==> config.mk <==
export PLATFORM = sky130hd
export DESIGN_NAME = spi_arbiter
export DESIGN_NICKNAME = d
export VERILOG_FILES = /design/src/rtl/spi_arbiter.sv
export SDC_FILE = /design/constraint.sdc
export NUM_CORES = 1
export LEC_CHECK = 0
export BUFFER_PORTS_ARGS = -buffer_cell sky130_fd_sc_hd__buf_2
export CORE_ASPECT_RATIO = 0.8
export CORE_MARGIN = 5
export CORE_UTILIZATION = 45
export DETAILED_ROUTE_END_ITERATION = 12
export GPL_TIMING_DRIVEN = 0
export PLACE_DENSITY = 0.76
export SKIP_LAST_GASP = 1
export SYNTH_ARGS = -nofsm -noshare
export SYNTH_HDL_FRONTEND = slang
export SYNTH_SLANG_ARGS = --single-unit
export TNS_END_PERCENT = 5
==> constraint.sdc <==
create_clock -name sys_clk -period 2.9 [get_ports sys_clk]
set_input_delay 0.435 -clock sys_clk [delete_from_list [all_inputs] [get_ports sys_clk]]
set_output_delay 0.435 -clock sys_clk [all_outputs]
set_load 0.05 [all_outputs]
==> src/rtl/spi_arbiter.sv <==
`default_nettype none
// ============================================================================
// Module   : spi_arbiter
// Brief    : Two-requester round-robin arbiter sharing one SPI master, with
//            lock bursts. Optional XFER watchdog when SPI_ARB_TIMEOUT_EN is defined.
// Revision : 1.0 - initial release
// ============================================================================
module spi_arbiter #(
    parameter int SETUP_CYC   = 2,
    parameter int GAP_CYC     = 4,
    parameter int TIMEOUT_CYC = 1000
) (
    input  logic        sys_clk,
    input  logic        sys_rst_n,
    input  logic        a_req_valid,
    input  logic [15:0] a_req_data,
    input  logic [1:0]  a_req_mode,
    input  logic        a_req_lock,
    output logic        a_req_ready,
    output logic        a_rsp_valid,
    input  logic        b_req_valid,
    input  logic [15:0] b_req_data,
    input  logic [1:0]  b_req_mode,
    input  logic        b_req_lock,
    output logic        b_req_ready,
    output logic        b_rsp_valid,
    output logic [15:0] rsp_data,
    output logic        rsp_err,
    output logic [1:0]  grant,
    output logic        spi_en,
    output logic [1:0]  spi_mode,
    output logic [15:0] spi_sdata,
    input  logic        spi_done,
    input  logic [15:0] spi_rdata
);

    typedef enum logic [1:0] {
        S_IDLE  = 2'd0,
        S_SETUP = 2'd1,
        S_XFER  = 2'd2,
        S_GAP   = 2'd3
    } state_t;

    localparam logic [3:0]  C_SETUP_LAST = 4'(SETUP_CYC - 1);
    localparam logic [3:0]  C_GAP_LAST   = 4'(GAP_CYC - 1);
    localparam logic [15:0] C_TMO_LAST   = 16'(TIMEOUT_CYC - 1);

    state_t      state_q;
    logic [3:0]  cnt_q;
    logic        lock_q;
    logic        last_b_q;
    logic [1:0]  grant_q;
    logic        spi_en_q;
    logic [1:0]  spi_mode_q;
    logic [15:0] spi_sdata_q;
    logic [15:0] rsp_data_q;
    logic        a_ready_q;
    logic        b_ready_q;
    logic        a_rsp_q;
    logic        b_rsp_q;

    logic        sel_a_d;
    logic        own_valid_d;
    logic        own_lock_d;
    logic [15:0] own_data_d;
    logic [1:0]  own_mode_d;
    logic        tmo_hit_d;

    // With both pending, A wins only when B was the last owner.
    assign sel_a_d     = a_req_valid & (~b_req_valid | last_b_q);
    assign own_valid_d = grant_q[0] ? a_req_valid : b_req_valid;
    assign own_lock_d  = grant_q[0] ? a_req_lock  : b_req_lock;
    assign own_data_d  = grant_q[0] ? a_req_data  : b_req_data;
    assign own_mode_d  = grant_q[0] ? a_req_mode  : b_req_mode;

`ifdef SPI_ARB_TIMEOUT_EN
    logic [15:0] tmo_q;
    logic        rsp_err_q;

    assign tmo_hit_d = (state_q == S_XFER) && !spi_done && (tmo_q == C_TMO_LAST);

    always_ff @(posedge sys_clk or negedge sys_rst_n) begin
        if (!sys_rst_n) begin
            tmo_q     <= '0;
            rsp_err_q <= 1'b0;
        end else begin
            rsp_err_q <= tmo_hit_d;
            if ((state_q != S_XFER) || spi_done || tmo_hit_d) begin
                tmo_q <= '0;
            end else begin
                tmo_q <= tmo_q + 16'd1;
            end
        end
    end

    assign rsp_err = rsp_err_q;
`else
    logic unused_tmo_cfg;
    assign unused_tmo_cfg = ^C_TMO_LAST;
    assign tmo_hit_d      = 1'b0;
    assign rsp_err        = 1'b0;
`endif

    always_ff @(posedge sys_clk or negedge sys_rst_n) begin
        if (!sys_rst_n) begin
            state_q     <= S_IDLE;
            cnt_q       <= '0;
            lock_q      <= 1'b0;
            last_b_q    <= 1'b1;
            grant_q     <= '0;
            spi_en_q    <= 1'b0;
            spi_mode_q  <= '0;
            spi_sdata_q <= '0;
            rsp_data_q  <= '0;
            a_ready_q   <= 1'b0;
            b_ready_q   <= 1'b0;
            a_rsp_q     <= 1'b0;
            b_rsp_q     <= 1'b0;
        end else begin
            a_ready_q <= 1'b0;
            b_ready_q <= 1'b0;
            a_rsp_q   <= 1'b0;
            b_rsp_q   <= 1'b0;
            case (state_q)
                S_IDLE: begin
                    if (a_req_valid || b_req_valid) begin
                        if (sel_a_d) begin
                            spi_sdata_q <= a_req_data;
                            spi_mode_q  <= a_req_mode;
                            lock_q      <= a_req_lock;
                            grant_q     <= 2'b01;
                            a_ready_q   <= 1'b1;
                        end else begin
                            spi_sdata_q <= b_req_data;
                            spi_mode_q  <= b_req_mode;
                            lock_q      <= b_req_lock;
                            grant_q     <= 2'b10;
                            b_ready_q   <= 1'b1;
                        end
                        cnt_q   <= '0;
                        state_q <= S_SETUP;
                    end
                end
                S_SETUP: begin
                    if (cnt_q == C_SETUP_LAST) begin
                        spi_en_q <= 1'b1;
                        state_q  <= S_XFER;
                    end else begin
                        cnt_q <= cnt_q + 4'd1;
                    end
                end
                S_XFER: begin
                    if (spi_done) begin
                        rsp_data_q <= spi_rdata;
                        a_rsp_q    <= grant_q[0];
                        b_rsp_q    <= grant_q[1];
                        if (lock_q && own_valid_d) begin
                            // Chain: chip select stays asserted, next word loaded.
                            spi_sdata_q <= own_data_d;
                            spi_mode_q  <= own_mode_d;
                            lock_q      <= own_lock_d;
                            a_ready_q   <= grant_q[0];
                            b_ready_q   <= grant_q[1];
                        end else begin
                            spi_en_q <= 1'b0;
                            last_b_q <= grant_q[1];
                            grant_q  <= '0;
                            cnt_q    <= '0;
                            state_q  <= S_GAP;
                        end
                    end else if (tmo_hit_d) begin
                        rsp_data_q <= '0;
                        a_rsp_q    <= grant_q[0];
                        b_rsp_q    <= grant_q[1];
                        lock_q     <= 1'b0;
                        spi_en_q   <= 1'b0;
                        last_b_q   <= grant_q[1];
                        grant_q    <= '0;
                        cnt_q      <= '0;
                        state_q    <= S_GAP;
                    end
                end
                S_GAP: begin
                    if (cnt_q == C_GAP_LAST) begin
                        state_q <= S_IDLE;
                    end else begin
                        cnt_q <= cnt_q + 4'd1;
                    end
                end
                default: state_q <= S_IDLE;
            endcase
        end
    end

    assign a_req_ready = a_ready_q;
    assign b_req_ready = b_ready_q;
    assign a_rsp_valid = a_rsp_q;
    assign b_rsp_valid = b_rsp_q;
    assign rsp_data    = rsp_data_q;
    assign grant       = grant_q;
    assign spi_en      = spi_en_q;
    assign spi_mode    = spi_mode_q;
    assign spi_sdata   = spi_sdata_q;

endmodule

`default_nettype wire

======== Word level (Yosys, flattened, before mapping) ========
Index checks and enable logic that the tools add are counted.
cells by class
  bitwise operators ....................... 4
  multiplexer cells ....................... 54
  reduce and logical (&&, ||, !) cells .... 12
  eq/ne operators ......................... 13
  add/subtract/negate cells ............... 1
operators with widths
  operator                                              count
  two-way mux 16 bit                                    5
  one-hot mux 16 bit (2 select lines)                   1
  two-way mux 2 bit                                     14
  two-way mux 1 bit                                     21
  two-way mux 4 bit                                     5
  != test 2 bit (second input constant)                 8
  one-hot mux 4 bit (4 select lines)                    1
  AND reduction 4 bit                                   3
  AND reduction 5 bit                                   2
  one-hot mux 1 bit (2 select lines)                    4
  one-hot mux 2 bit (2 select lines)                    2
  one-hot mux 2 bit (4 select lines)                    1
  adder 4 x 1 -> 4 bit (second input constant)          1
  equality test 2 bit (second input constant)           2
  equality test 4 x 1 -> 1 bit (second input constant)  1
  equality test 4 x 2 -> 1 bit (second input constant)  1
  nonzero test 2 bit                                    2
  AND reduction 3 bit                                   1
  equality test 2 x 1 -> 1 bit (second input constant)  1
  zero test 2 bit                                       1
  NOT 1 bit                                             2
  AND reduction 2 bit                                   1
  AND 1 bit                                             1
  logical AND 1 bit                                     1
  2 further kinds                                       2
word-level totals
  input bits .............................. 59
  logic and storage cells ................. 97
  output and inout bits ................... 42
  bits in registers ....................... 49

======== Depth between registers and ports, before layout ========
Gate-level depths: netlist of the first run.
  word-level depth ........................ 6
  mapped depth ............................ 9
  gate-level depth less buffers ........... 6

======== Worst setup path after synthesis of the first run ========
Ideal clock, no wire load.
  path type ............................... register to register
  start point ............................. register grant_q[0], in the netlist grant[0]
  end point ............................... register lock_q
  setup time .............................. 0.125 ns
  clock period less this slack ............ 2.199 ns
  path buffers ............................ 3
  slack ................................... 0.701 ns
  required time ........................... 2.775 ns
  stages on the path, launching flop included .. 8
  data arrival time ....................... 2.074 ns
  cell sequence ........................... dfrtp_1 mux2_4 and3_1 buf_6 o21ba_1 buf_6 buf_12 mux2_4
on the way
  word-level cells in the longest chain between the ends .. 4
  elaborated cells on any way between the ends .. 8
  classes of those cells .................. eq/ne: 1; mux: 5; reduce/logical: 2
ends and longest elaborated chain
  item                                                                       RTL line  RTL
  start, declared                                                            52        logic [1:0] grant_q;
  start signal, assigned                                                     110       grant_q <= '0;
  start signal, assigned                                                     131       grant_q <= 2'b01;
  start signal, assigned                                                     137       grant_q <= 2'b10;
  two-way mux 1 bit (on tied branches)                                       72, 71
  two-way mux 1 bit or logical AND 1 bit (tied branches)                     157       if (lock_q && own_valid_d) begin
  two-way mux 1 bit or != test 2 bit (tied branches)                         n/a
  one-hot mux 1 bit (2 select lines) or AND reduction 4 bit (tied branches)  n/a
  end signal, assigned                                                       130       lock_q <= a_req_lock;
  end signal, assigned                                                       136       lock_q <= b_req_lock;
  end signal, assigned                                                       161       lock_q <= own_lock_d;
  end, declared                                                              50        logic lock_q;
Parallel ways exist; a longest one is shown, timed or not. The select of a mux whose other input is x is not followed.
A chain may end at the register's enable or synchronous reset.

======== Worst setup path in the final report of the first run ========
  start point ............................. register state_q[1]
  end point ............................... register lock_q
on the way
  word-level cells in the longest chain between the ends .. 3
  elaborated cells on any way between the ends .. 8
  classes of those cells .................. eq/ne: 4; mux: 1; reduce/logical: 3
ends and longest elaborated chain
  item                                                           RTL line  RTL
  start, declared                                                48        state_t state_q;
  start signal, assigned                                         106       state_q <= S_IDLE;
  start signal, assigned                                         141       state_q <= S_SETUP;
  start signal, assigned                                         147       state_q <= S_XFER;
  equality test 2 bit or zero test 2 bit (tied branches)         124       case (state_q)
  != test 2 bit (no line) or nonzero test 2 bit (tied branches)  n/a
  AND reduction 4 bit (no line)                                  n/a
Parallel ways exist; a longest one is shown, timed or not.

==> results_dict.tcl, run 1 <==
set metrics [dict create \
    power.density_nw_per_um2 1330 \
    cell_internal_pwr_mw 2.10 \
    netlist_top_cells_area "dfrtp_1 50%, mux2_2 22%, mux2_4 6.9%" \
    synth_cell_types 38 \
    grt_max_degree 50 \
    cts_sinks 49 \
    placed_cell_area_um2 2980 \
    synth_top_area_share_pct 49.8 \
    cts_tree "built" \
    min_period_ns 2.43 \
    ctsResizeCount 0 \
    drc 0 \
    combPwrFrac_pct 61.0 \
    fp.dieW_um 91.8 \
    avgSynthCellArea_um2 13.5 \
    n_fill_cell 444 \
    grt_pass1_wl_um 8220 \
    rsz0062_at_grt "false" \
    ys_seq_area_share_pct 50.9 \
    r2r-end "lock_q$_DFFE_PN0P_" \
    fmax_mhz 411 \
    reg2regPathDepth 8 \
    cp_cell_sequence "inv_1, ha_1, inv_1, o32ai_1, o21ba_1, buf_6, buf_12, mux2_4" \
    die_h_um 75.5 \
    design_area_um2 3080 \
    yosys_register_bits 49 \
    placed_cells 339 \
    initial_core_util_pct 47.3 \
    nets 349 \
    crit_type "register to register" \
    cts_buffers 5 \
    final_layout_size_suffix_gt1_share_pct 62.8 \
    vias_per_cell 4.99 \
    final_util_pct 60.4 \
    clockPowerShare_pct 10.1 \
    total_power_mw 4.08 \
    cap_violations 0 \
    syn-num-nets 243 \
    crit_path_top_delay_cell "o32ai_1" \
    place_congestion 0.762 \
    wire_per_inst_um 14.2 \
    slew_violations 0 \
    fin_skew_ns 0.00838 \
    synth_edf_count 0 \
    leakage_nw 1.56 \
    vias 1731 \
    clockBufferDepth 2 \
    hold_viol 0 \
    first_pass_iters 4 \
    num_rows 23 \
    die_area_um2 6930 \
    ioPinCount 101 \
    post-route-period-util_pct 83.9 \
    clk_pin_slew_ns 0.10 \
    power_frac_seq_pct 28.9 \
    ys_warn_count 0 \
    drtIter0Drc 48 \
    insertion_delay_ns 0.30 \
    worstPathRequired_ns 3.09 \
    grt_pass1_vias 1742 \
    finalSetupViolations 0 \
    cp_common_cell "inv_1" \
    reg2reg_slack_ns 0.47 \
    synth_common_cells "48 x dfrtp_1, 48 x mux2_2, 11 x mux2_4, 8 x inv_1, 8 x nor2_1" \
    core_area_um2 5090 \
    antenna_cells 0 \
    final_cells 347 \
    cp-end-kind "register" \
    r2r_start "state_q[1]$_DFFE_PN0P_" \
    ir_drop_mv 0.592 \
    synthCells 178 \
    ant_nets 0 \
    arrival_ns 2.63 \
    track_usage_pct 14.9 \
    crit_path_start_kind "register" \
    async_reset_ff_share_pct 100 \
    grt.overflow.total 0 \
    worst_pin_slew_ns 1.05 \
    hold_buffers 0 \
    post-cts-setup-buffers 0 \
    slew_headroom_pct 29.9 \
    netSwitchingFraction_pct 48.5 \
    dp_hpwl_um 3820 \
    drt_wl_total_um 4910 \
    status "complete, no violations" \
    crit_path_max_incr_delay_ns 0.62 \
    syn-cell-area_um2 2410 \
    portBuffers 99 \
    htreeDepth 2 \
    hold_class "input port to async pin" \
    switchingPower_mw 1.98 \
    synth_ff_type "dfrtp_1" \
    worstPathMaxFanout 10 \
    area_growth_pct 27.7 \
    post-synth-top-area-cell "dfrtp_1" \
    cts_root_buf "clkbuf_8" \
    antenna_found_initial 0 \
    tns_ns 0 \
]
-- power by group through the flow --
stage,Combinational (mW),Clock [mW],Sequential [mW]
floorplan,1.05,0,2.13
global placement,2.49,0,1.18
detailed placement,2.52,0,1.20
CTS,2.52,0.431,1.18
global route,2.66,0.455,1.23
finish,2.49,0.412,1.18
-- sequential cells by signal, indices dropped and copies added, names as in the netlist, 2 cells and up --
register,count
spi_sdata,16
spi_mode,2
rsp_data,16
cnt_q,4
grant,2
state_q,2
-- cell type report --
cell class | instances | area (um^2) | share of cell area, %
sequential | 49 | 1230 | 39.9
clock inverter | 3 | 25.0 | 0.813
multi-input combinational | 113 | 1070 | 34.9
buffer | 8 | 77.6 | 2.52
inverter | 8 | 30.0 | 0.976
tap | 62 | 77.6 | 2.52
clock buffer | 5 | 68.8 | 2.24
timing repair buffer | 99 | 495 | 16.1
-- metal layers --
layer,global-route usage (%),vias up,share of wire (%)
met3,4.74,5,8.4
met1,18.5,819,44
met2,25.6,58,46
li1,-,849,-
met5,0,-,0
met4,4.45,0,0.98
-- logic make-up after synthesis --
logic type	after synthesis	synth area share, %
fa+ha+maj	6	3.12
compound gates	19	5.97
mux	60	29.7
flops	49	50.9
buf+inv	16	4.46
other cells	1	0.156
simple gates	27	5.66
-- worst max-delay path, delay by kind of cell, from the launching register on --
kind,cells,cell delay [ns]
AO/OA/AOI/OAI,2,0.87
adder cells (fa/ha/maj),1,0.22
buffers and inverters,4,0.50
flip-flops,1,0.42
multiplexers,1,0.30
-- stage by stage --
| step | hold slack, ns | worst slack [ns] |
|---|---|---|
| floorplan | 0.139 | 0.701 |
| global placement | 0.483 | 0.578 |
| detailed placement | 0.488 | 0.482 |
| CTS | 0.346 | 0.450 |
| global route | 0.346 | 0.340 |
| finish | 0.316 | 0.467 |
-- cell usage in the layout, fill, tap and decap left out, types with 2 or more instances in the layout --
master     netlist  final
o31ai_1          2      2
a31oi_1          2      2
clkbuf_8         0      5
a21oi_1          2      2
inv_1            8      8
nand2b_1         2      2
ha_1             6      6
o2bb2ai_1        2      2
dfrtp_1         48     48
buf_4            2      2
mux2_4          11     11
buf_2            1    100
buf_6            3      3
mux2_2          48     48
nand3_1          2      2
nor3_1           3      3
nand2_1          4      4
and3_1           3      3
nor2_1           8      8
a31o_2           2      2
-- worst max path at each step --
stage	from	end	slack, ns	cells after the start
after floorplan	grant[0]$_DFFE_PN0P_	lock_q$_DFFE_PN0P_	0.70	7
after global placement	state_q[0]$_DFFE_PN0P_	spi_mode[0]$_DFFE_PN0P_	0.58	8
after detailed placement	state_q[1]$_DFFE_PN0P_	lock_q$_DFFE_PN0P_	0.48	8
after CTS	state_q[1]$_DFFE_PN0P_	lock_q$_DFFE_PN0P_	0.45	8
after global routing	state_q[1]$_DFFE_PN0P_	lock_q$_DFFE_PN0P_	0.34	8
final	state_q[1]$_DFFE_PN0P_	lock_q$_DFFE_PN0P_	0.47	8
Note: power is estimated with default switching activity, not from simulation.
==> run 2: changes to the inputs <==
Settings changed: CORE_UTILIZATION 45 to 43.
Clock period 2.9 ns to 2 ns, I/O delays scaled along.
==> results_dict.tcl, run 2 (synthesis gave the netlist of run 1 again) <==
set metrics [dict create \
    first_pass_iters 2 \
    antenna_cells 0 \
    hold_viol 0 \
    hold_class "input port to async pin" \
    place_congestion 0.821 \
    crit_path_max_incr_delay_ns 0.45 \
    worst_pin_slew_ns 1.04 \
    post-route-period-util_pct 99.7 \
    core_area_um2 5440 \
    initial_core_util_pct 44.3 \
    placed_cells 355 \
    seq_area_um2 1230 \
    ir_drop_mv 1.08 \
    multiInputGateArea_um2 1130 \
    cts_tree "built" \
    grt.overflow.total 0 \
    n_fill_cell 454 \
    hold_buffers 0 \
    fp.dieW_um 93.7 \
    track_usage_pct 15.2 \
    grt_pass1_wl_um 8940 \
    worstPathRequired_ns 2.18 \
    status "complete, no violations" \
    clockBufferDepth 2 \
    cap_violations 0 \
    worstPathMaxFanout 10 \
    tns_ns 0 \
    final_cells 366 \
    vias 1760 \
    drt_wl_total_um 5180 \
    antenna_found_initial 0 \
    slew_headroom_pct 30.6 \
    fmax_mhz 501 \
    cts_root_buf "clkbuf_8" \
    final_layout_size_suffix_gt1_share_pct 67.4 \
    drc 0 \
    drtIter0Drc 38 \
    wire_per_inst_um 14.2 \
    crit_path_top_delay_cell "dfrtp_2" \
    rsz0062_at_grt "true" \
    arrival_ns 2.18 \
    fin_skew_ns 0.00853 \
    die_h_um 77.0 \
    cp-end-kind "register" \
    portBuffers 99 \
    crit_path_start_kind "register" \
    finalSetupViolations 0 \
    layout_commonest_cell "buf_2" \
    min_period_ns 1.99 \
    cts_sinks 49 \
    cts_buffers 5 \
    slew_violations 0 \
    power.density_nw_per_um2 1960 \
    htreeDepth 2 \
    vias_per_cell 4.81 \
    die_area_um2 7210 \
    dp_hpwl_um 3900 \
    final_cell_mix "99 x buf_2, 48 x mux2_2, 47 x dfrtp_1" \
    leakage_nw 1.62 \
    num_rows 24 \
    clk_pin_slew_ns 0.09 \
    insertion_delay_ns 0.30 \
    ant_nets 0 \
    grt_max_degree 50 \
    ioPinCount 101 \
    area_growth_pct 34.5 \
    grt_pass1_vias 1912 \
    nets 352 \
    crit_type "register to register" \
    cp_cell_sequence "mux2_4, and3_4, buf_6, o21ba_1, buf_6, buf_12, mux2_4" \
]
[run 2: through the flow]
step / total power [mW] / setup WS, ns / utilization [%] / cell area, um^2 / hold slack, ns
floorplan: 4.65 / -0.0360 / - / 2430 / 0.00441
global placement: 5.38 / -0.121 / 55.7 / 3030 / 0.483
detailed placement: 5.44 / -0.167 / 55.7 / 3030 / 0.488
CTS: 6.34 / -0.0580 / 58.9 / 3200 / 0.217
global route: 6.72 / -0.0797 / 59.6 / 3240 / 0.212
finish: 6.35 / 0.00517 / 59.6 / 3240 / 0.182
[run 2: final cells by class]
cell class                 instances  area share (%)
timing repair buffer             103            16.6
inverter                           8           0.926
sequential                        49            37.9
multi-input combinational        113            34.9
clock buffer                       5            2.12
tap                               78            3.01
clock inverter                     3            2.01
buffer                             7            2.51
[run 2: worst paths after layout]
check,from,endpoint,slack [ns],depth (start not counted)
min,sys_rst_n,spi_sdata[6]$_DFFE_PN0P_,0.18,1
max reg2reg,grant[0]$_DFFE_PN0P_,spi_sdata[15]$_DFFE_PN0P_,0.005,7
min reg2reg,rsp_data[13]$_DFFE_PN0P_,rsp_data[13]$_DFFE_PN0P_,0.50,1
max,grant[0]$_DFFE_PN0P_,spi_sdata[15]$_DFFE_PN0P_,0.005,7
min in group sys_clk,spi_rdata[1],rsp_data[1]$_DFFE_PN0P_,0.22,2
max in group asynchronous,sys_rst_n,grant[0]$_DFFE_PN0P_,1.10,1
[run 2: critical path, delay by kind of cell, from the launching register on]
kind	cells	cell delay, ns
flip-flops	1	0.45
AO/OA/AOI/OAI	1	0.19
buffers and inverters	3	0.42
AND/OR/NAND/NOR	1	0.18
multiplexers	2	0.62
[run 2: power by group]
| group | switching [mW] | internal (mW) |
|---|---|---|
| clock | 0.322 | 0.497 |
| sequential | 0.265 | 1.46 |
| combinational | 2.35 | 1.46 |
[run 2: routing by layer]
metal / up-vias / wire length (um) / track usage (%)
li1: 855 / - / -
met1: 824 / 2240 / 19.2
met2: 71 / 2360 / 24.7
met3: 10 / 511 / 5.77
met4: 0 / 75 / 3.75
met5: - / 0 / 0
[run 2: what timing repair did]
action | CTS | global route
endpoints found under the hold margin | 0 | 0
gates cloned | 0 | 0
pin swaps | 2 | 1
buffers inserted | 3 | 1
setup endpoints to repair | 30 | 24
resized for setup | 6 | 5
==> run 3: changes to the inputs <==
Settings changed: CORE_UTILIZATION 43 to 45, SETUP_SLACK_MARGIN set to 0.5.
Clock period 2 ns to 2.25 ns, I/O delays scaled along.
==> results_dict.tcl, run 3 (synthesis gave the netlist of run 1 again) <==
set metrics [dict create \
    antenna_cells 0 \
    reg2regPathDepth 8 \
    slew_headroom_pct 28.9 \
    nets 360 \
    grt.overflow.total 0 \
    vias_per_cell 5.11 \
    portBuffers 99 \
    post-route-period-util_pct 90.2 \
    layout_commonest_cell "buf_2" \
    antenna_found_initial 0 \
    clockBufferDepth 2 \
    power.density_nw_per_um2 1760 \
    path_delay_family "multiplexers" \
    crit_path_max_incr_delay_ns 0.45 \
    grt_pass1_vias 1937 \
    area_growth_pct 37.5 \
    vias 1831 \
    min_period_ns 2.03 \
    cts_buffers 5 \
    finalSetupViolations 0 \
    grt_max_degree 50 \
    ioPinCount 101 \
    htreeDepth 2 \
    seq_area_um2 1230 \
    arrival_ns 2.21 \
    cp_cell_sequence "ha_4, buf_6, and2_4, a31o_4, buf_8, buf_8, mux2_4, mux2_4" \
    cp_num_cells 8 \
    track_usage_pct 16.6 \
    cp-end-kind "register" \
    crit_path_start_kind "register" \
    clk_pin_slew_ns 0.09 \
    grt_pass1_wl_um 9030 \
    hold_viol 0 \
    worstPathRequired_ns 2.43 \
    dp_hpwl_um 4120 \
    cts_tree "built" \
    hold_class "input port to async pin" \
    cap_violations 0 \
    core_area_um2 5090 \
    multiInputGateArea_um2 1150 \
    die_h_um 75.5 \
    num_rows 23 \
    tns_ns 0 \
    hold_buffers 0 \
    cts_sinks 49 \
    place_congestion 0.844 \
    status "complete, no violations" \
    die_area_um2 6930 \
    final_cell_mix "99 x buf_2, 46 x mux2_2, 46 x dfrtp_1" \
    drtIter0Drc 24 \
    rsz0062_at_grt "true" \
    crit_path_top_delay_cell "dfrtp_2" \
    fp.dieW_um 91.8 \
    fin_skew_ns 0.0108 \
    final_layout_size_suffix_gt1_share_pct 68.6 \
    drc 0 \
    insertion_delay_ns 0.30 \
    wire_per_inst_um 16.0 \
    fmax_mhz 493 \
    final_cells 358 \
    worst_pin_slew_ns 1.07 \
    drt_wl_total_um 5720 \
    placed_cells 339 \
    cts_root_buf "clkbuf_8" \
    leakage_nw 1.66 \
    slew_violations 0 \
    first_pass_iters 4 \
    initial_core_util_pct 47.3 \
    crit_type "register to register" \
    worstPathMaxFanout 5 \
    ant_nets 0 \
    ir_drop_mv 0.876 \
    n_fill_cell 406 \
    cp_num_buf_inv 3 \
]
run 3: cell count changes in the layout (fill, tap and decap cells not counted), sizes merged:
cell / before / now
clkinv: 1 / 0
inv: 8 / 10
buf: 109 / 117
bufinv: 2 / 1
run 3: layer usage:
metal  share of wire [%]  global-route usage, %  routed length [um]  up-vias
met5                   0                      0                   0        -
met4                 1.4                   5.44                  82        0
met3                 9.3                   6.61                 532        7
met2                  48                   28.2                2740       74
met1                  41                   19.7                2360      875
li1                    -                      -                   -      875
run 3: area by class of cell:
cell class	instances	area share, %
timing repair buffer	110	18.4
clock inverter	3	1.43
sequential	49	37.1
inverter	8	0.906
clock buffer	5	2.08
multi-input combinational	113	34.8
buffer	8	2.91
tap	62	2.34
run 3: worst paths after layout:
path	slack [ns]	from	end
worst max-delay path	0.22	state_q[1]$_DFFE_PN0P_	spi_mode[1]$_DFFE_PN0P_
worst min-delay path	0.22	sys_rst_n	spi_sdata[0]$_DFFE_PN0P_
worst max register to register	0.22	state_q[1]$_DFFE_PN0P_	spi_mode[1]$_DFFE_PN0P_
worst min register to register	0.51	rsp_data[13]$_DFFE_PN0P_	rsp_data[13]$_DFFE_PN0P_
max in group asynchronous	1.29	sys_rst_n	grant[0]$_DFFE_PN0P_
min in group sys_clk	0.26	spi_rdata[7]	rsp_data[7]$_DFFE_PN0P_
run 3: metrics by stage:
stage / power (mW) / cell area, um^2 / utilization, % / setup slack (ns) / hold slack (ns)
3_3_place_gp: 4.78 / 3010 / 59.0 / 0.139 / 0.484
6_report: 5.83 / 3310 / 65.1 / 0.221 / 0.222
5_1_grt: 6.15 / 3310 / 65.1 / 0.181 / 0.250
2_1_floorplan: 4.13 / 2430 / - / 0.214 / 0.0419
4_1_cts: 5.76 / 3270 / 64.3 / 0.207 / 0.247
3_5_place_dp: 4.86 / 3010 / 59.0 / 0.0844 / 0.488
run 3: timing repair:
item                       CTS  global route
buffers inserted             8             2
gates cloned                 1             0
pin swaps                    2             3
setup endpoints to repair   34            38
hold endpoints to repair     0             0
gates resized for setup     13             7
run 3: power breakdown:
part	switching, mW	internal [mW]
clock network	0.305	0.339
logic	2.18	1.46
registers	0.241	1.30
